**src/rtl/restoring_divider_12by6_pkg.sv**
```systemverilog
// tree_arith_pkg: shared widths, divider FSM states and divide-by-zero result constants
package tree_arith_pkg;
    localparam int DW = 12;
    localparam int VW = 6;
    typedef enum logic [1:0] {IDLE, BUSY, DONE} div_state_t;
    localparam logic [DW-1:0] DBZ_QUOT = 12'hFFF;
    localparam logic [VW-1:0] DBZ_REM = 6'h3F;
endpackage

```
**src/rtl/restoring_divider_12by6_if.sv**
```systemverilog
// restoring_divider_12by6_if: valid/ready operand and result channels of the divider
//   in_valid/in_ready/dividend/divisor        : operation request (master -> slave)
//   out_valid/out_ready/quotient/remainder/div_by_zero : result (slave -> master)
interface restoring_divider_12by6_if;
    import tree_arith_pkg::*;
    logic          in_valid;
    logic          in_ready;
    logic [DW-1:0] dividend;
    logic [VW-1:0] divisor;
    logic          out_valid;
    logic          out_ready;
    logic [DW-1:0] quotient;
    logic [VW-1:0] remainder;
    logic          div_by_zero;
    modport master (
        output in_valid, dividend, divisor, out_ready,
        input  in_ready, out_valid, quotient, remainder, div_by_zero
    );
    modport slave (
        input  in_valid, dividend, divisor, out_ready,
        output in_ready, out_valid, quotient, remainder, div_by_zero
    );
endinterface

```
**src/rtl/restoring_divider_12by6_div_step.sv**
```systemverilog
// div_step: one combinational restoring-division step
//   p_in    : partial remainder before the step
//   bit_in  : next dividend bit, MSB first
//   divisor : denominator
//   p_out   : partial remainder after the step
//   q_bit   : quotient bit produced by the step
module div_step
    import tree_arith_pkg::*;
(
    input  logic [VW:0]   p_in,
    input  logic          bit_in,
    input  logic [VW-1:0] divisor,
    output logic [VW:0]   p_out,
    output logic          q_bit
);
    logic [VW:0] t;
    logic        unused_msb;
    // p_in[VW] is always 0 between steps, so it never reaches t
    assign unused_msb = p_in[VW];
    assign t = {p_in[VW-1:0], bit_in};
    assign q_bit = t >= {1'b0, divisor};
    assign p_out = q_bit ? t - {1'b0, divisor} : t;
endmodule

```
**src/rtl/restoring_divider_12by6.sv**
```systemverilog
// restoring_divider_12by6: sequential 12-by-6 unsigned restoring divider, 12 steps per operation
//   clk : clock, rising edge
//   rst : synchronous active-high reset
//   bus : slave side of restoring_divider_12by6_if (operands in, result out)
module restoring_divider_12by6
    import tree_arith_pkg::*;
(
    input logic clk,
    input logic rst,
    restoring_divider_12by6_if.slave bus
);
    div_state_t    state;
    logic [3:0]    cnt;
    logic [DW-1:0] dvd;
    logic [DW-1:0] quo;
    logic [VW-1:0] dvs;
    logic [VW-1:0] rem;
    logic [VW:0]   p;
    logic [VW:0]   p_next;
    logic          q_bit;
    logic          dbz;

    div_step u_step (
        .p_in   (p),
        .bit_in (dvd[DW-1]),
        .divisor(dvs),
        .p_out  (p_next),
        .q_bit  (q_bit)
    );

    always_ff @(posedge clk) begin
        if (rst) begin
            state <= IDLE;
            cnt   <= '0;
            dvd   <= '0;
            quo   <= '0;
            dvs   <= '0;
            rem   <= '0;
            p     <= '0;
            dbz   <= 1'b0;
        end else begin
            case (state)
                IDLE: if (bus.in_valid) begin
                    dvd <= bus.dividend;
                    dvs <= bus.divisor;
                    cnt <= '0;
                    p   <= '0;
                    if (bus.divisor == '0) begin
                        quo   <= DBZ_QUOT;
                        rem   <= DBZ_REM;
                        dbz   <= 1'b1;
                        state <= DONE;
                    end else begin
                        quo   <= '0;
                        dbz   <= 1'b0;
                        state <= BUSY;
                    end
                end
                BUSY: begin
                    // dividend shifts out MSB first while quotient bits shift in at the LSB
                    p   <= p_next;
                    dvd <= dvd << 1;
                    quo <= {quo[DW-2:0], q_bit};
                    cnt <= cnt + 4'd1;
                    if (cnt == 4'(DW - 1)) begin
                        rem   <= p_next[VW-1:0];
                        state <= DONE;
                    end
                end
                DONE: if (bus.out_ready) state <= IDLE;
                default: state <= IDLE;
            endcase
        end
    end

    assign bus.in_ready    = state == IDLE;
    assign bus.out_valid   = state == DONE;
    assign bus.quotient    = quo;
    assign bus.remainder   = rem;
    assign bus.div_by_zero = dbz;
endmodule

```
**src/flat_wrapper.sv**
```systemverilog
// flat-port wrapper written by rule: the top's interface ports become plain ports
module restoring_divider_12by6_flat import tree_arith_pkg::*;
  (clk, rst, bus_in_valid, bus_dividend, bus_divisor, bus_out_ready, bus_in_ready, bus_out_valid, bus_quotient, bus_remainder, bus_div_by_zero);
  restoring_divider_12by6_if bus_i ();
  input logic clk;
  input logic rst;
  input wire logic [$bits(bus_i.in_valid)-1:0] bus_in_valid;
  input wire logic [$bits(bus_i.dividend)-1:0] bus_dividend;
  input wire logic [$bits(bus_i.divisor)-1:0] bus_divisor;
  input wire logic [$bits(bus_i.out_ready)-1:0] bus_out_ready;
  output wire logic [$bits(bus_i.in_ready)-1:0] bus_in_ready;
  output wire logic [$bits(bus_i.out_valid)-1:0] bus_out_valid;
  output wire logic [$bits(bus_i.quotient)-1:0] bus_quotient;
  output wire logic [$bits(bus_i.remainder)-1:0] bus_remainder;
  output wire logic [$bits(bus_i.div_by_zero)-1:0] bus_div_by_zero;
  assign bus_i.in_valid = bus_in_valid;
  assign bus_i.dividend = bus_dividend;
  assign bus_i.divisor = bus_divisor;
  assign bus_i.out_ready = bus_out_ready;
  assign bus_in_ready = bus_i.in_ready;
  assign bus_out_valid = bus_i.out_valid;
  assign bus_quotient = bus_i.quotient;
  assign bus_remainder = bus_i.remainder;
  assign bus_div_by_zero = bus_i.div_by_zero;
  restoring_divider_12by6 u_core (.clk(clk), .rst(rst), .bus(bus_i));
endmodule
```
**config.mk**
```make
export PLATFORM = sky130hd
export DESIGN_NAME = restoring_divider_12by6_flat
export DESIGN_NICKNAME = d
export VERILOG_FILES = /design/src/rtl/restoring_divider_12by6_pkg.sv /design/src/rtl/restoring_divider_12by6_if.sv /design/src/rtl/restoring_divider_12by6_div_step.sv /design/src/rtl/restoring_divider_12by6.sv /design/src/flat_wrapper.sv
export SDC_FILE = /design/constraint.sdc
export NUM_CORES = 1
export LEC_CHECK = 0
export ABC_AREA = 0
export CORE_ASPECT_RATIO = 0.7
export CORE_UTILIZATION = 55
export DETAILED_ROUTE_END_ITERATION = 10
export PLACE_DENSITY = 0.91
export SETUP_SLACK_MARGIN = 0.5
export SYNTH_ARGS = -nofsm -noshare
export SYNTH_HDL_FRONTEND = slang
export SYNTH_SLANG_ARGS = --single-unit
```
**constraint.sdc**
```tcl
create_clock -name clk -period 5.7 [get_ports clk]
set_input_delay 1.425 -clock clk [delete_from_list [all_inputs] [get_ports clk]]
set_output_delay 1.425 -clock clk [all_outputs]
set_load 0.005 [all_outputs]
```
==> summary.txt, run 1 <==
RSZ-0062 raised after global routing: no
hold_ws: 459 ps
Setup violations, final: 0
Mapped Cells: 269
Post-Syn Area: 2220 sq um
final max-slew violation count: 0
DPL Wire Length: 3750 microns
number of global-route vias before repair: 1780
port bufs: 42
Period Utilization, post-route: 55.1%
Skew-Pair Late Insertion Delay: 300 ps
Hold-fix buffers, CTS: 0
Placer Congestion: 0.936
Chip Height: 55.1 microns
DRC errors left: 0
Final Hold Vio Count: 0
Synth top area share: 44.2%
Antenna Nets Post-Route: 0
Area after DPL: 2660 sq um
Core Area: 3690 sq um
register bit total from synthesis: 49
share of layout cells above drive strength 1: 4.23%
Mapped Nets: 300
Routed wire per std cell: 14.7 microns
CP startpoint kind: input pin
post-place setup slack: 2220 ps
CP cell instances: clkdlybuf4s50_1 > or4_4 > nor3_4 > nand3b_1 > a21o_1 > a221oi_1
routed vias/inst: 5.67
Detailed Route WL: 5240 microns
pwr dens: 266 nW/um^2
DR vias: 2025
CTS clk-pin slew, worst paths: 90 ps
synthesized area per cell: 8.25 sq um
final antenna diode count: 0
Yosys warnings: 0
DR iter-0 viols: 94
die footprint: 4300 sq um
Die W: 77.9 microns
Slew @ Worst Pin: 936 ps
critical path fanouts, max: 7
Post-CTS Resized: 0
Post-synth EDFFs: 0
CP arrival: 3330 ps
largest net degree at the start of global routing: 27
global-route usage over all layers: 25.9%
final worst clock skew: 6.32 ps
Synth top cells by count: dfxtp_1, nor2_1, a21oi_1, nand2_1, inv_1
grt ovf: 0
clock root buffer: clkbuf_8
IO Pins: 43
H-tree depth: 2
antenna violations before repair: 0
Hold Crit Class: flop to flop
1st-pass router iterations: 4
Layout Area Growth over Synthesis: 23.7%
Clock Path Buffers: 2
Critical Path RT: 5880 ps
fin crit period: 3140 ps
Worst VDD drop: 0.191 mV
setup tns final: 0 ps
MaxCap Viol Count: 0
fin nets: 337
Seq/Total Area, Yosys: 44.2%
first-pass GRT wire length: 8380 microns
total CTS buffers: 5
count of cell types in the netlist: 38
post-layout util: 74.3%
CP top delay family: simple AND/OR/NAND/NOR gates
slowest CP cell: or4_4
dominant synthesized flop cell: dfxtp_1
synth top area cells: dfxtp_1, nor2_1, a21oi_1
Initial Utilization: 60.1%
final setup margin: 2560 ps
worst path bufs/invs: 1
CTS sink count: 49
design area: 2750 sq um
top-count cell post-synth: dfxtp_1
P_leak: 1.02 nW
# Post-CTS Setup Buffers: 0
Fmax achieved: 318 MHz
row count: 18
largest incremental delay on the critical path: 560 ps
relative slew slack: 37.3%
TritonCTS clock tree: built
ys async rst share: 0%
Crit Path Category: input pin to flop
crit path capture type: flop
Synth area leader: dfxtp_1
status: completed
tightest hold or removal path, stage by stage, from the launching register on:
cell,delay (ps)
dfxtp_1,320
nand2_1,50
a21oi_1,50
power breakdown:
group          internal [mW]  leakage (nW)  total (mW)  switching [mW]
Clock                 0.0853        0.0450       0.197           0.112
Sequential             0.360         0.400       0.373          0.0127
Combinational         0.0679         0.575       0.160          0.0921
area by class of cell:
cell class              count  area, sq um
clock buffers               6         72.6
clock inverters             2         10.0
fillers                   301          948
inverters                  15         56.3
multi-input cells         191         1130
flip-flops and latches     49          981
well taps                  50         62.6
repair buffers             44          435
through the flow:
stage	power [mW]	cells
2_1_floorplan	0.489	269
6_report	0.730	357
3_3_place_gp	0.534	349
4_1_cts	0.730	357
3_5_place_dp	0.539	349
5_1_grt	0.768	357
worst paths after layout:
path / start / to / slack [ps] / cells past startpoint
worst min register to register: u_core.dvs[1]$_SDFFE_PP0P_ / u_core.dvs[1]$_SDFFE_PP0P_ / 460 / 2
worst max register to register: u_core.dvs[2]$_SDFFE_PP0P_ / u_core.bus.remainder[0]$_SDFFE_PP0P_ / 3410 / 7
worst max-delay path: bus_divisor[2] / u_core.bus.remainder[2]$_SDFFE_PP0P_ / 2560 / 6
worst min-delay path: u_core.dvs[1]$_SDFFE_PP0P_ / u_core.dvs[1]$_SDFFE_PP0P_ / 460 / 2
per-layer routing:
layer	GRT usage, %	up-vias	part of all wire, %
met2	40.3	59	43
li1	-	1017	-
met3	7.21	6	6.1
met4	8.95	0	1.1
met1	35.1	943	50
met5	0	-	0
placed cells by master, fill, tap and decap left out, types with 2 or more instances in the layout:
master,synthesis,routed
nand2b_1,3,3
clkbuf_8,0,5
nor4_1,10,10
nor3_1,4,4
nor2b_1,2,2
a21oi_1,28,28
nand3_1,4,4
and2_1,3,3
buf_4,0,2
dfxtp_1,49,49
nand4b_1,2,2
clkdlybuf4s50_1,0,42
a31oi_1,4,4
o21ai_0,7,7
inv_1,15,15
nor2_1,42,42
a21o_1,2,2
a221oi_1,6,6
a22oi_1,10,10
a211oi_1,4,4
xor2_1,2,2
mux2i_1,4,4
clkinv_2,0,2
nand3b_1,3,3
ha_1,8,8
o21a_1,2,2
nand2_1,28,28
logic make-up (layout without fill, tap and decap cells):
group	count (synthesis)	in the layout	synth area share, %
compound gates	65	65	18.3
xor+xnor	3	3	1.18
fa+ha+maj	9	9	5.41
buf+inv	29	67	4.96
flops	49	49	44.2
mux	5	5	2.31
simple gates	109	109	23.6
sequential cells by signal (all words and copies together), names as in the netlist:
register / count
u_core.bus.div_by_zero: 1
u_core.bus.quotient: 12
u_core.bus.remainder: 6
u_core.cnt: 4
u_core.dvd: 12
u_core.dvs: 6
u_core.p: 6
u_core.state: 2
(Power assumes the default switching activity.)
==> run 2: changes to the inputs <==
--- a/config.mk
+++ b/config.mk
@@ -7,9 +7,9 @@
 export LEC_CHECK = 0
 export ABC_AREA = 0
 export CORE_ASPECT_RATIO = 0.7
-export CORE_UTILIZATION = 55
+export CORE_UTILIZATION = 51
 export DETAILED_ROUTE_END_ITERATION = 10
-export PLACE_DENSITY = 0.91
+export PLACE_DENSITY = 0.86
 export SETUP_SLACK_MARGIN = 0.5
 export SYNTH_ARGS = -nofsm -noshare
 export SYNTH_HDL_FRONTEND = slang
==> constraint.sdc (replaced) <==
create_clock -name clk -period 3 [get_ports clk]
set_input_delay 0.75 -clock clk [delete_from_list [all_inputs] [get_ports clk]]
set_output_delay 0.75 -clock clk [all_outputs]
set_load 0.005 [all_outputs]
==> summary.txt, run 2 (synthesized netlist as in run 1, its figures left out) <==
CTS sink count: 49 (unchanged)
Antenna Nets Post-Route: 0 (unchanged)
CP arrival: 2600 ps (was 3330 ps)
clock root buffer: clkbuf_8 (unchanged)
antenna violations before repair: 0 (unchanged)
1st-pass router iterations: 7 (was 4)
CP startpoint kind: input pin (unchanged)
slowest CP cell: or4_4 (unchanged)
most frequent cells in the layout: dfxtp_1, nor2_1, clkdlybuf4s50_1, a21oi_1, nand2_1 (unchanged)
global-route usage over all layers: 24.2% (was 25.9%)
HP Start: u_core.dvs[1]$_SDFFE_PP0P_ (unchanged)
Final Hold Vio Count: 0 (unchanged)
Fmax achieved: 417 MHz
final max-slew violation count: 0 (unchanged)
DPL Wire Length: 3850 microns (was 3750 microns)
Clock Path Buffers: 2 (unchanged)
Crit Path Category: input pin to flop (unchanged)
Skew-Pair Late Insertion Delay: 300 ps (about the same)
TritonCTS clock tree: built (unchanged)
Routed wire per std cell: 14.0 microns (was 14.7 microns)
status: completed (unchanged)
post-place setup slack: 297 ps (was 2220 ps)
worst r2r src: u_core.dvs[2]$_SDFFE_PP0P_ (unchanged)
number of global-route vias before repair: 1862 (was 1780)
worst path bufs/invs: 1 (unchanged)
final antenna diode count: 0 (unchanged)
Period Utilization, post-route: 79.9%
# Post-CTS Setup Buffers: 0 (unchanged)
setup tns final: 0 ps (unchanged)
Placer Congestion: 0.846 (was 0.936)
total CTS buffers: 5 (unchanged)
DR iter-0 viols: 132 (was 94)
fin nets: 342 (was 337)
Hold Path Cell Cnt: 2 (unchanged)
share of layout cells above drive strength 1: 6.09% (was 4.23%)
CP top delay family: simple AND/OR/NAND/NOR gates (unchanged)
pwr dens: 506 nW/um^2 (was 266 nW/um^2)
Layout fillers: 335 (was 301)
Worst VDD drop: 0.297 mV (was 0.191 mV)
Initial Utilization: 54.9% (was 60.1%)
IO Pins: 43 (unchanged)
critical path fanouts, max: 7 (unchanged)
fin crit period: 2400 ps
Chip Height: 57.2 microns (was 55.1 microns)
Die W: 80.8 microns (was 77.9 microns)
final setup margin: 603 ps (was 2560 ps)
H-tree depth: 2 (unchanged)
Slew @ Worst Pin: 652 ps (was 936 ps)
largest net degree at the start of global routing: 23 (was 27)
relative slew slack: 56.6% (was 37.3%)
total power: 1.41 mW (was 0.730 mW)
Setup violations, final: 0 (unchanged)
Hold-fix buffers, CTS: 0 (unchanged)
row count: 19 (was 18)
Hold Crit Class: flop to flop (unchanged)
R2R Path End: u_core.bus.remainder[0]$_SDFFE_PP0P_ (unchanged)
die footprint: 4620 sq um (was 4300 sq um)
Reg2Reg Depth: 7 (unchanged)
Layout Area Growth over Synthesis: 25.9% (was 23.7%)
port bufs: 42 (unchanged)
DR vias: 2042 (was 2025)
crit path capture type: flop (unchanged)
Reg2Reg Setup Slack: 760 ps (was 3410 ps)
design area: 2790 sq um (was 2750 sq um)
CP cell instances: clkdlybuf4s50_1 > or4_4 > nor3_4 > nand3b_1 > a21o_1 > a221oi_1 (unchanged)
commonest non-fill, non-tap cell in the layout: dfxtp_1 (unchanged)
Area after DPL: 2700 sq um (was 2660 sq um)
routed vias/inst: 5.61 (was 5.67)
WHS Endpoint: u_core.dvs[1]$_SDFFE_PP0P_ (unchanged)
grt ovf: 0 (unchanged)
RSZ-0062 raised after global routing: no (unchanged)
Critical Path RT: 3210 ps (was 5880 ps)
MaxCap Viol Count: 0 (unchanged)
Core Area: 4040 sq um (was 3690 sq um)
first-pass GRT wire length: 8550 microns (was 8380 microns)
Post-CTS Resized: 0 (unchanged)
P_leak: 1.04 nW (was 1.02 nW)
CTS clk-pin slew, worst paths: 90 ps (about the same)
DRC errors left: 0 (unchanged)
largest incremental delay on the critical path: 560 ps (about the same)
Detailed Route WL: 5090 microns (was 5240 microns)
final worst clock skew: 5.85 ps (was 6.32 ps)
==> run 2: changes by cell type in the layout (fill, tap and decap cells not counted) <==
cell,change
inv_6,+1
clkbuf_1,-1
clkinv_2,-1
clkinvlp_4,+1
buf_4,+5
==> run 2: tightest hold or removal path, cell delays in order, from the launching register on <==
cell and delay (ps):
dfxtp_1 320, nand2_1 50, a21oi_1 50
==> run 2: how the worst max path moves through the flow <==
stage                   start                                    to  slack (ps)  cells past startpoint
2_1_floorplan  bus_divisor[2]  u_core.bus.remainder[3]$_SDFFE_PP0P_         930                      5
3_3_place_gp   bus_divisor[2]  u_core.bus.remainder[4]$_SDFFE_PP0P_         400                      6
3_5_place_dp   bus_divisor[2]  u_core.bus.remainder[4]$_SDFFE_PP0P_         300                      6
4_1_cts        bus_divisor[2]  u_core.bus.remainder[4]$_SDFFE_PP0P_         610                      6
5_1_grt        bus_divisor[2]  u_core.bus.remainder[1]$_SDFFE_PP0P_         500                      6
6_report       bus_divisor[2]  u_core.bus.remainder[4]$_SDFFE_PP0P_         600                      6
==> run 2: area by class of cell <==
| class | count | area [sq um] | share of cell area (%) |
|---|---|---|---|
| clock buffers | 5 | 68.8 | 2.46 |
| inverters | 15 | 56.3 | 2.02 |
| well taps | 52 | 65.1 | 2.33 |
| clock inverters | 3 | 21.3 | 0.762 |
| repair buffers | 49 | 473 | 16.9 |
| flip-flops and latches | 49 | 981 | 35.1 |
| multi-input cells | 191 | 1130 | 40.4 |
==> run 2: through the flow <==
stage | util [%] | hold WS [ps] | std cells
final | 69.1 | 465 | 364
after global routing | 69.1 | 489 | 364
after CTS | 69.1 | 463 | 364
after detailed placement | 66.9 | 450 | 356
after global placement | 66.9 | 443 | 356
after floorplan | - | 436 | 269
==> run 2: power by group <==
part | internal (mW) | switching (mW) | total (mW)
sequential | 0.685 | 0.0248 | 0.710
clock | 0.166 | 0.227 | 0.393
combinational | 0.136 | 0.176 | 0.312
==> run 2: layer usage <==
metal	GRT usage [%]	up-vias	part of all wire, %
met5	0	-	0
met1	34.5	959	49
met2	36.7	55	46
li1	-	1024	-
met3	4.96	4	4.7
met4	7.65	0	0.83
==> run 3: changes to the inputs <==
==> constraint.sdc (replaced) <==
create_clock -name clk -period 2.3 [get_ports clk]
set_input_delay 0.575 -clock clk [delete_from_list [all_inputs] [get_ports clk]]
set_output_delay 0.575 -clock clk [all_outputs]
set_load 0.005 [all_outputs]
==> summary.txt, run 3 (synthesized netlist as in run 1, its figures left out) <==
Clock Path Buffers: 2 (unchanged)
Critical Path RT: 2490 ps (was 3210 ps)
DRC errors left: 0 (unchanged)
most frequent cells in the layout: nor2_1, clkdlybuf4s50_1, buf_4, dfxtp_1, nand2_1 (was dfxtp_1, nor2_1, clkdlybuf4s50_1, a21oi_1, nand2_1)
Area after DPL: 2790 sq um (was 2700 sq um)
M1 GR Usage: 36.4% (was 34.5%)
Core Area: 4040 sq um (unchanged)
pwr dens: 692 nW/um^2 (was 506 nW/um^2)
DR vias: 2330 (was 2042)
row count: 19 (unchanged)
Slew @ Worst Pin: 627 ps (was 652 ps)
first-pass GRT wire length: 9800 microns (was 8550 microns)
Routed wire per std cell: 16.7 microns (was 14.0 microns)
fin crit period: 1960 ps
final antenna diode count: 0 (unchanged)
Setup violations, final: 0 (unchanged)
clock root buffer: clkbuf_8 (unchanged)
Layout fillers: 243 (was 335)
CP arrival: 2160 ps (was 2600 ps)
CTS sink count: 49 (unchanged)
global-route usage over all layers: 28.2% (was 24.2%)
die footprint: 4620 sq um (unchanged)
critical path fanouts, max: 2 (was 7)
CP startpoint kind: flop (was input pin)
Chip Height: 57.2 microns (unchanged)
final max-slew violation count: 0 (unchanged)
Initial Utilization: 54.9% (unchanged)
Antenna Nets Post-Route: 0 (unchanged)
Fmax achieved: 509 MHz
CTS clk-pin slew, worst paths: 90 ps (about the same)
total CTS buffers: 5 (unchanged)
FF/Latch Area: 1010 sq um (was 981 sq um)
largest net degree at the start of global routing: 28 (was 23)
MaxCap Viol Count: 0 (unchanged)
Detailed Route WL: 6490 microns (was 5090 microns)
relative slew slack: 57.9% (was 56.6%)
gr busiest metal: met2 (unchanged)
antenna violations before repair: 0 (unchanged)
port bufs: 42 (unchanged)
Period Utilization, post-route: 85.4%
Crit Path Category: flop to flop (was input pin to flop)
TritonCTS clock tree: built (unchanged)
RSZ-0062 raised after global routing: yes (was no)
Die W: 80.8 microns (unchanged)
fin nets: 366 (was 342)
final setup margin: 336 ps (was 603 ps)
design area: 3270 sq um (was 2790 sq um)
share of layout cells above drive strength 1: 30.1% (was 6.09%)
met2 usage: 43.9% (was 36.7%)
Hold Crit Class: flop to flop (unchanged)
crit path capture type: flop (unchanged)
setup tns final: 0 ps (unchanged)
1st-pass router iterations: 7 (unchanged)
DPL Wire Length: 3840 microns (was 3850 microns)
routed vias/inst: 6.01 (was 5.61)
post-place setup slack: -163 ps (was 297 ps)
commonest non-fill, non-tap cell in the layout: nor2_1 (was dfxtp_1)
status: completed (unchanged)
Worst VDD drop: 0.542 mV (was 0.297 mV)
hold_ws: 460 ps (was 465 ps)
P_leak: 1.20 nW (was 1.04 nW)
DR iter-0 viols: 272 (was 132)
H-tree depth: 2 (unchanged)
Placer Congestion: 0.838 (was 0.846)
number of global-route vias before repair: 2064 (was 1862)
Layout Area Growth over Synthesis: 47.2% (was 25.9%)
Skew-Pair Late Insertion Delay: 310 ps (was 300 ps)
Final Hold Vio Count: 0 (unchanged)
area occupied by multi-input gates: 1360 sq um (was 1130 sq um)
final worst clock skew: 7.16 ps (was 5.85 ps)
IO Pins: 43 (unchanged)
grt ovf: 0 (unchanged)
routing usage on met3: 6.88% (was 4.96%)
Hold-fix buffers, CTS: 0 (unchanged)
-- run 3: routing by layer --
metal	routed length [microns]	part of all wire, %	vias to the layer above
met5	0	0	-
met4	260	4.0	0
met3	608	9.4	35
met2	3010	46	143
met1	2610	40	1080
li1	-	-	1072
-- run 3: cell type report --
class	count	share of cell area (%)
multi-input cells	191	41.8
well taps	52	1.99
repair buffers	73	20.0
inverters	15	1.72
clock inverters	2	1.15
flip-flops and latches	49	30.9
clock buffers	6	2.53
-- run 3: what timing repair did --
action                                  4_1_cts  5_1_grt
resized for setup                            61       22
endpoints found under the setup margin       28       37
cloned                                        0        0
pin swaps                                    17       11
setup buffers                                 9        8
-- run 3: metrics by stage --
stage	power, mW	util [%]	instances
floorplan	1.22	-	269
global placement	1.35	69.0	363
detailed placement	1.36	69.0	363
CTS	2.15	78.0	380
global route	2.35	80.8	388
finish	2.26	80.8	388
-- run 3: path summary, 6_finish.rpt --
path,slack [ps],to,startpoint,depth (start not counted)
setup reg to reg,340,u_core.p[5]$_SDFFE_PP0P_,u_core.dvs[1]$_SDFFE_PP0P_,8
setup / recovery,340,u_core.p[5]$_SDFFE_PP0P_,u_core.dvs[1]$_SDFFE_PP0P_,8
hold / removal,460,u_core.bus.div_by_zero$_SDFFE_PP0P_,u_core.bus.div_by_zero$_SDFFE_PP0P_,2
hold reg to reg,460,u_core.bus.div_by_zero$_SDFFE_PP0P_,u_core.bus.div_by_zero$_SDFFE_PP0P_,2
-- run 3: power by group --
group | switching (mW) | internal, mW | leakage, nW
clock network | 0.302 | 0.354 | 0.0574
logic | 0.335 | 0.332 | 0.736
registers | 0.0418 | 0.896 | 0.409
total | 0.679 | 1.58 | 1.20
-- run 3: critical path, stage by stage, from the launching register on --
cell      delay, ps
dfxtp_2         350
inv_2            60
ha_4            260
nand3b_1        130
buf_4           170
and3_4          170
or4_4           430
mux2i_4         190
a211oi_2         90
